==> config.mk <==
export PLATFORM = sky130hd
export DESIGN_NAME = shift_seq_sfr
export DESIGN_NICKNAME = d
export VERILOG_FILES = /design/src/rtl/shift_seq_sfr.sv
export SDC_FILE = /design/constraint.sdc
export NUM_CORES = 1
export LEC_CHECK = 0
export BUFFER_PORTS_ARGS = -buffer_cell sky130_fd_sc_hd__buf_4
export CORE_ASPECT_RATIO = 0.6
export CORE_MARGIN = 2
export CORE_UTILIZATION = 47
export DETAILED_ROUTE_END_ITERATION = 8
export PLACE_DENSITY_LB_ADDON = 0.3
export SLEW_MARGIN = 20
export SYNTH_ARGS = -nofsm -noshare
export SYNTH_HDL_FRONTEND = slang
export SYNTH_SLANG_ARGS = --single-unit
==> constraint.sdc <==
create_clock -name clk -period 1.5 [get_ports clk]
set_input_delay 0.225 -clock clk [delete_from_list [all_inputs] [get_ports clk]]
set_output_delay 0.225 -clock clk [all_outputs]
set_load 0.05 [all_outputs]
==> src/rtl/shift_seq_sfr.sv <==
// Multi-mode shift SFR: parallel load, single-step shifts, and counted
// multi-bit shifts driven by a start/busy/done handshake.
module shift_seq_sfr #(
  parameter int SIZE  = 32,
  parameter int AMT_W = 5
) (
  input  logic             clk,
  input  logic             rst_n,
  input  logic             ld,
  input  logic [SIZE-1:0]  D,
  input  logic             start,
  input  logic             left,
  input  logic             right,
  input  logic             dir,
  input  logic [1:0]       mode,
  input  logic [AMT_W-1:0] amt,
  input  logic             sin,
  output logic [SIZE-1:0]  Q,
  output logic             sout,
  output logic             busy,
  output logic             done,
  output logic             zero
);

  // Handshake: start is taken only in IDLE. busy stays high while steps remain,
  // and done pulses for one cycle alongside the final Q. ld aborts without done.
  typedef enum logic {IDLE, SHIFT} state_t;

  state_t           state;
  logic [AMT_W-1:0] count;
  logic             dir_q;
  logic [1:0]       mode_q;
  logic [SIZE:0]    l_step, r_step, s_step;

  // Returns {bit shifted out, next register value} for one step.
  function automatic logic [SIZE:0] shift_step(input logic [SIZE-1:0] q,
                                               input logic to_right,
                                               input logic [1:0] m,
                                               input logic s);
    logic fill;
    fill = 1'b0;
    if (!to_right) begin
      case (m)
        2'b10:   fill = q[SIZE-1];
        2'b11:   fill = s;
        default: fill = 1'b0;
      endcase
      return {q[SIZE-1], q[SIZE-2:0], fill};
    end else begin
      case (m)
        2'b01:   fill = q[SIZE-1];
        2'b10:   fill = q[0];
        2'b11:   fill = s;
        default: fill = 1'b0;
      endcase
      return {q[0], fill, q[SIZE-1:1]};
    end
  endfunction

  always_comb begin
    l_step = shift_step(Q, 1'b0, mode, sin);
    r_step = shift_step(Q, 1'b1, mode, sin);
    s_step = shift_step(Q, dir_q, mode_q, sin);
  end

  always_ff @(posedge clk or negedge rst_n) begin
    if (!rst_n) begin
      state  <= IDLE;
      Q      <= '0;
      sout   <= 1'b0;
      busy   <= 1'b0;
      done   <= 1'b0;
      count  <= '0;
      dir_q  <= 1'b0;
      mode_q <= 2'b00;
    end else begin
      done <= 1'b0;
      case (state)
        IDLE: begin
          if (ld) begin
            Q    <= D;
            sout <= 1'b0;
          end else if (start) begin
            dir_q  <= dir;
            mode_q <= mode;
            count  <= amt;
            if (amt == '0) begin
              done <= 1'b1;
            end else begin
              busy  <= 1'b1;
              state <= SHIFT;
            end
          end else if (left) begin
            {sout, Q} <= l_step;
          end else if (right) begin
            {sout, Q} <= r_step;
          end
        end
        SHIFT: begin
          if (ld) begin
            Q     <= D;
            sout  <= 1'b0;
            busy  <= 1'b0;
            state <= IDLE;
          end else begin
            {sout, Q} <= s_step;
            count     <= count - AMT_W'(1);
            if (count == AMT_W'(1)) begin
              busy  <= 1'b0;
              done  <= 1'b1;
              state <= IDLE;
            end
          end
        end
        default: state <= IDLE;
      endcase
    end
  end

  assign zero = (Q == '0);

endmodule
==> results by group <==
CTS
  • CTS max path bufs: 2
  • TritonCTS Buffers: 5
  • CTS Root Cell: clkbuf_8
  • H-tree depth: 2
  • Clock-pin transition on the worst setup and hold timing paths: about 0.090 ns
  • CTS Sinks: 44
  • Clk_lat worst skew: 0.30 ns
  • CTS tree: done

Yosys
  • Post-synthesis cell type count: 38
  • Mapped Area: 2695 um2
  • Syn nets: 365
  • Ys Warns: 0
  • Sequential fraction of the synthesis area: between 40% and 50%
  • Post-synthesis cell count: around 320
  • Flop and latch count out of synthesis: 44
  • Syn Area/Cell: 8.529 um2

Flow run
  • Max-cap violations: 0

Floorplan
  • Die extent in y: 62.66 um
  • Row count: 21
  • Die ar.: 6376 um2
  • Total core area: about 5500 um2
  • Die width: 101.8 um
  • Initial Utilization: approximately half
  • Io pins: between 80 and 90

Setup path
  • WP buf/inv: 1
  • Critical path's largest stage delay: roughly 0.42 ns
  • Arr. time, crit path: approximately 1.6 ns
  • Worst Setup End Kind: primary output
  • Critical path's slowest cell: dfrtp_2
  • CP top delay family: simple AND/OR/NAND/NOR gates
  • Critical-path maximum fanout: 2
  • Setup crit start kind: register
  • Worst endpoint required time: 1.27 ns
  • Reg-to-reg startpoint: state
  • Crit-path cells: nor4_1, nand4_1, nor2_4, buf_6
  • Setup CP Type: reg -> out
  • Worst setup path startpoint: Q[23]

Timing
  • Slack of the critical path: -0.2785 ns
  • Relative slew slack: 61.01%
  • Setup_tns: -0.2785 ns
  • Final period util: 118.6%
  • Final min period: 1.778 ns
  • Highest clock rate: 562.3 MHz
  • Tightest Pin Transition: 0.5849 ns
  • Setup Skew: 0.006076 ns
  • Min Hold Slack: 0.1608 ns
  • RSZ-0062 raised after global routing: true
  • Fin. max-slew vios: 0
  • Final Hold Fails: 0
  • Setup violators final: 1

Route
  • Metal3 WL: approximately 650 um
  • Routed WL: 8.495 mm
  • WL/cell: 16.62 um
  • Initial drt markers: around 250
  • Detail Route met2 WL: 3.859 mm
  • WL met1: 3.911 mm
  • DR top layer: met4
  • DRC Markers: 0
  • Antenna-violating nets left: 0
  • Routed via count: 2965
  • DRT Pass-1 Iters: 5
  • Via/cell ratio: 5.802

Global route
  • GR Overflow Total: 0
  • Number of global-route vias before repair: 2671
  • First-pass GRT wire length: 12.97 mm
  • Initial antenna violation count: 0
  • Total GRT Usage: 25.53%
  • Largest net degree at the start of global routing: 45

Min path
  • Worst Hold Class: in -> reg
  • Hold_sp: dir

Placed design
  • Inst Count DP: 500
  • GPL Wtd Cong: 0.8390
  • Setup Slack @ Placement: -0.04374 ns
  • Port buffer count: about 80
  • Post-DP Area: 3725 um2
  • Post-DP HPWL: 5.886 mm

Run status
  • Failing checks: setup timing
  • Status: finished with violations

Cells and area
  • Post-route cell area: between 4000 and 5000 um2
  • Post-Layout Cell Count: 511
  • # diodes: 0
  • Most common cell after layout, fill and taps aside: buf_4
  • Nets: 479
  • Post-layout util: 72.81%
  • FILL cells: 396
  • Share of cells above drive strength 1: 43.85%
  • Synth-to-Final Area Change: 49.77%
  • Most frequent cells in the layout: buf_4 (123), nor2_1 (36), nand2_1 (35)

Pwr
  • Pwr Total: 4.818 mW
  • VDD IR max: 0.5855 mV
  • Pwr Density: 1194 nW/um2
  • Leakage: 1.808 nW
power by group:
| group | total [mW] | internal [mW] | switching (mW) |
|---|---|---|---|
| clock network | 0.791 | 0.377 | 0.414 |
| logic | 2.37 | 0.966 | 1.40 |
| registers | 1.66 | 1.43 | 0.233 |
| total | 4.82 | 2.77 | 2.05 |
logic make-up (layout without fill, tap and decap cells):
group / Yosys count / in the layout / share of synthesized area (%)
and+or+nand+nor: 132 / 132 / 23.96
AOI/OAI and AO/OA: 96 / 96 / 26.18
DFF: 44 / 44 / 40.85
buffers and inverters: 35 / 150 / 5.339
muxes: 7 / 7 / 2.739
adders and majority gates: 2 / 2 / 0.9284
final cells by class:
cell class / count / area (um2) / area share, %
sequential: 44 / 1125 / 27.87
timing repair buffer: 134 / 1086 / 26.91
clock buffer: 8 / 90.09 / 2.232
multi-input combinational: 237 / 1605 / 39.77
inverter: 8 / 30.03 / 0.7440
tap: 80 / 100.1 / 2.480
worst reg2reg max path: stages, from the launching register on:
cell and delay (ns):
dfrtp_2 0.45, nand2b_4 0.17, buf_4 0.17, and3_1 0.19, a211oi_2 0.23, o31ai_2 0.11
timing repair:
item | 4_1_cts | 5_1_grt
endpoints found under the setup margin | 13 | 31
resized for setup | 9 | 27
pin swaps | 1 | 5
endpoints found under the hold margin | 44 | 0
hold buffers | 1 | 0
buffers inserted | 0 | 1
gates cloned | 0 | 1
cells in the mapped netlist (all sizes together):
cell / count / area share, %
o21ai: 7 / 1.3
and2: 1 / 0.23
ha: 2 / 0.93
nor2b: 4 / 0.93
nand2: 36 / 5.0
a2bb2oi: 1 / 0.33
a41o: 1 / 0.37
o311ai: 1 / 0.33
mux2i: 4 / 1.5
a221oi: 2 / 0.65
o22a: 3 / 0.98
nor4: 8 / 1.9
a2111oi: 1 / 0.56
nor3b: 2 / 0.56
nor2: 37 / 5.2
o32ai: 1 / 0.33
o22ai: 4 / 0.93
o41ai: 1 / 0.60
dfrtp: 44 / 41
nand2b: 3 / 0.79
a211oi: 28 / 7.8
nand4: 2 / 0.46
a311oi: 2 / 0.65
buf: 10 / 1.9
a22o: 1 / 0.33
o31ai: 31 / 8.6
and3: 28 / 6.5
o21ba: 1 / 0.37
mux2: 3 / 1.3
inv: 8 / 1.1
nand3: 5 / 0.93
a21oi: 11 / 2.0
nor3: 3 / 0.56
clkbuf: 17 / 2.4
nor4b: 3 / 0.98
sequential cells by signal, summed over array words and instances (netlist names):
| signal | flops |
|---|---|
| state | 1 |
| busy | 1 |
| dir_q | 1 |
| done | 1 |
| sout | 1 |
| mode_q | 2 |
| count | 5 |
| Q | 32 |
path summary, 6_finish.rpt:
kind                         end  slack (ns)  depth (start not counted)
max in group asynchronous  Q[27]        0.60                          2
min in group asynchronous   Q[9]        0.46                          2
setup reg to reg            Q[8]        0.06                          5
setup / recovery            zero       -0.28                          4
hold / removal             dir_q        0.16                          2
hold reg to reg             sout        0.52                          1
layer usage:
layer,up-vias,global-route usage [%]
met3,8,5.257
met4,0,6.081
li1,1403,-
met1,1421,37.70
met2,133,38.32
met5,-,0
Note: power is estimated with default switching activity, not from simulation.
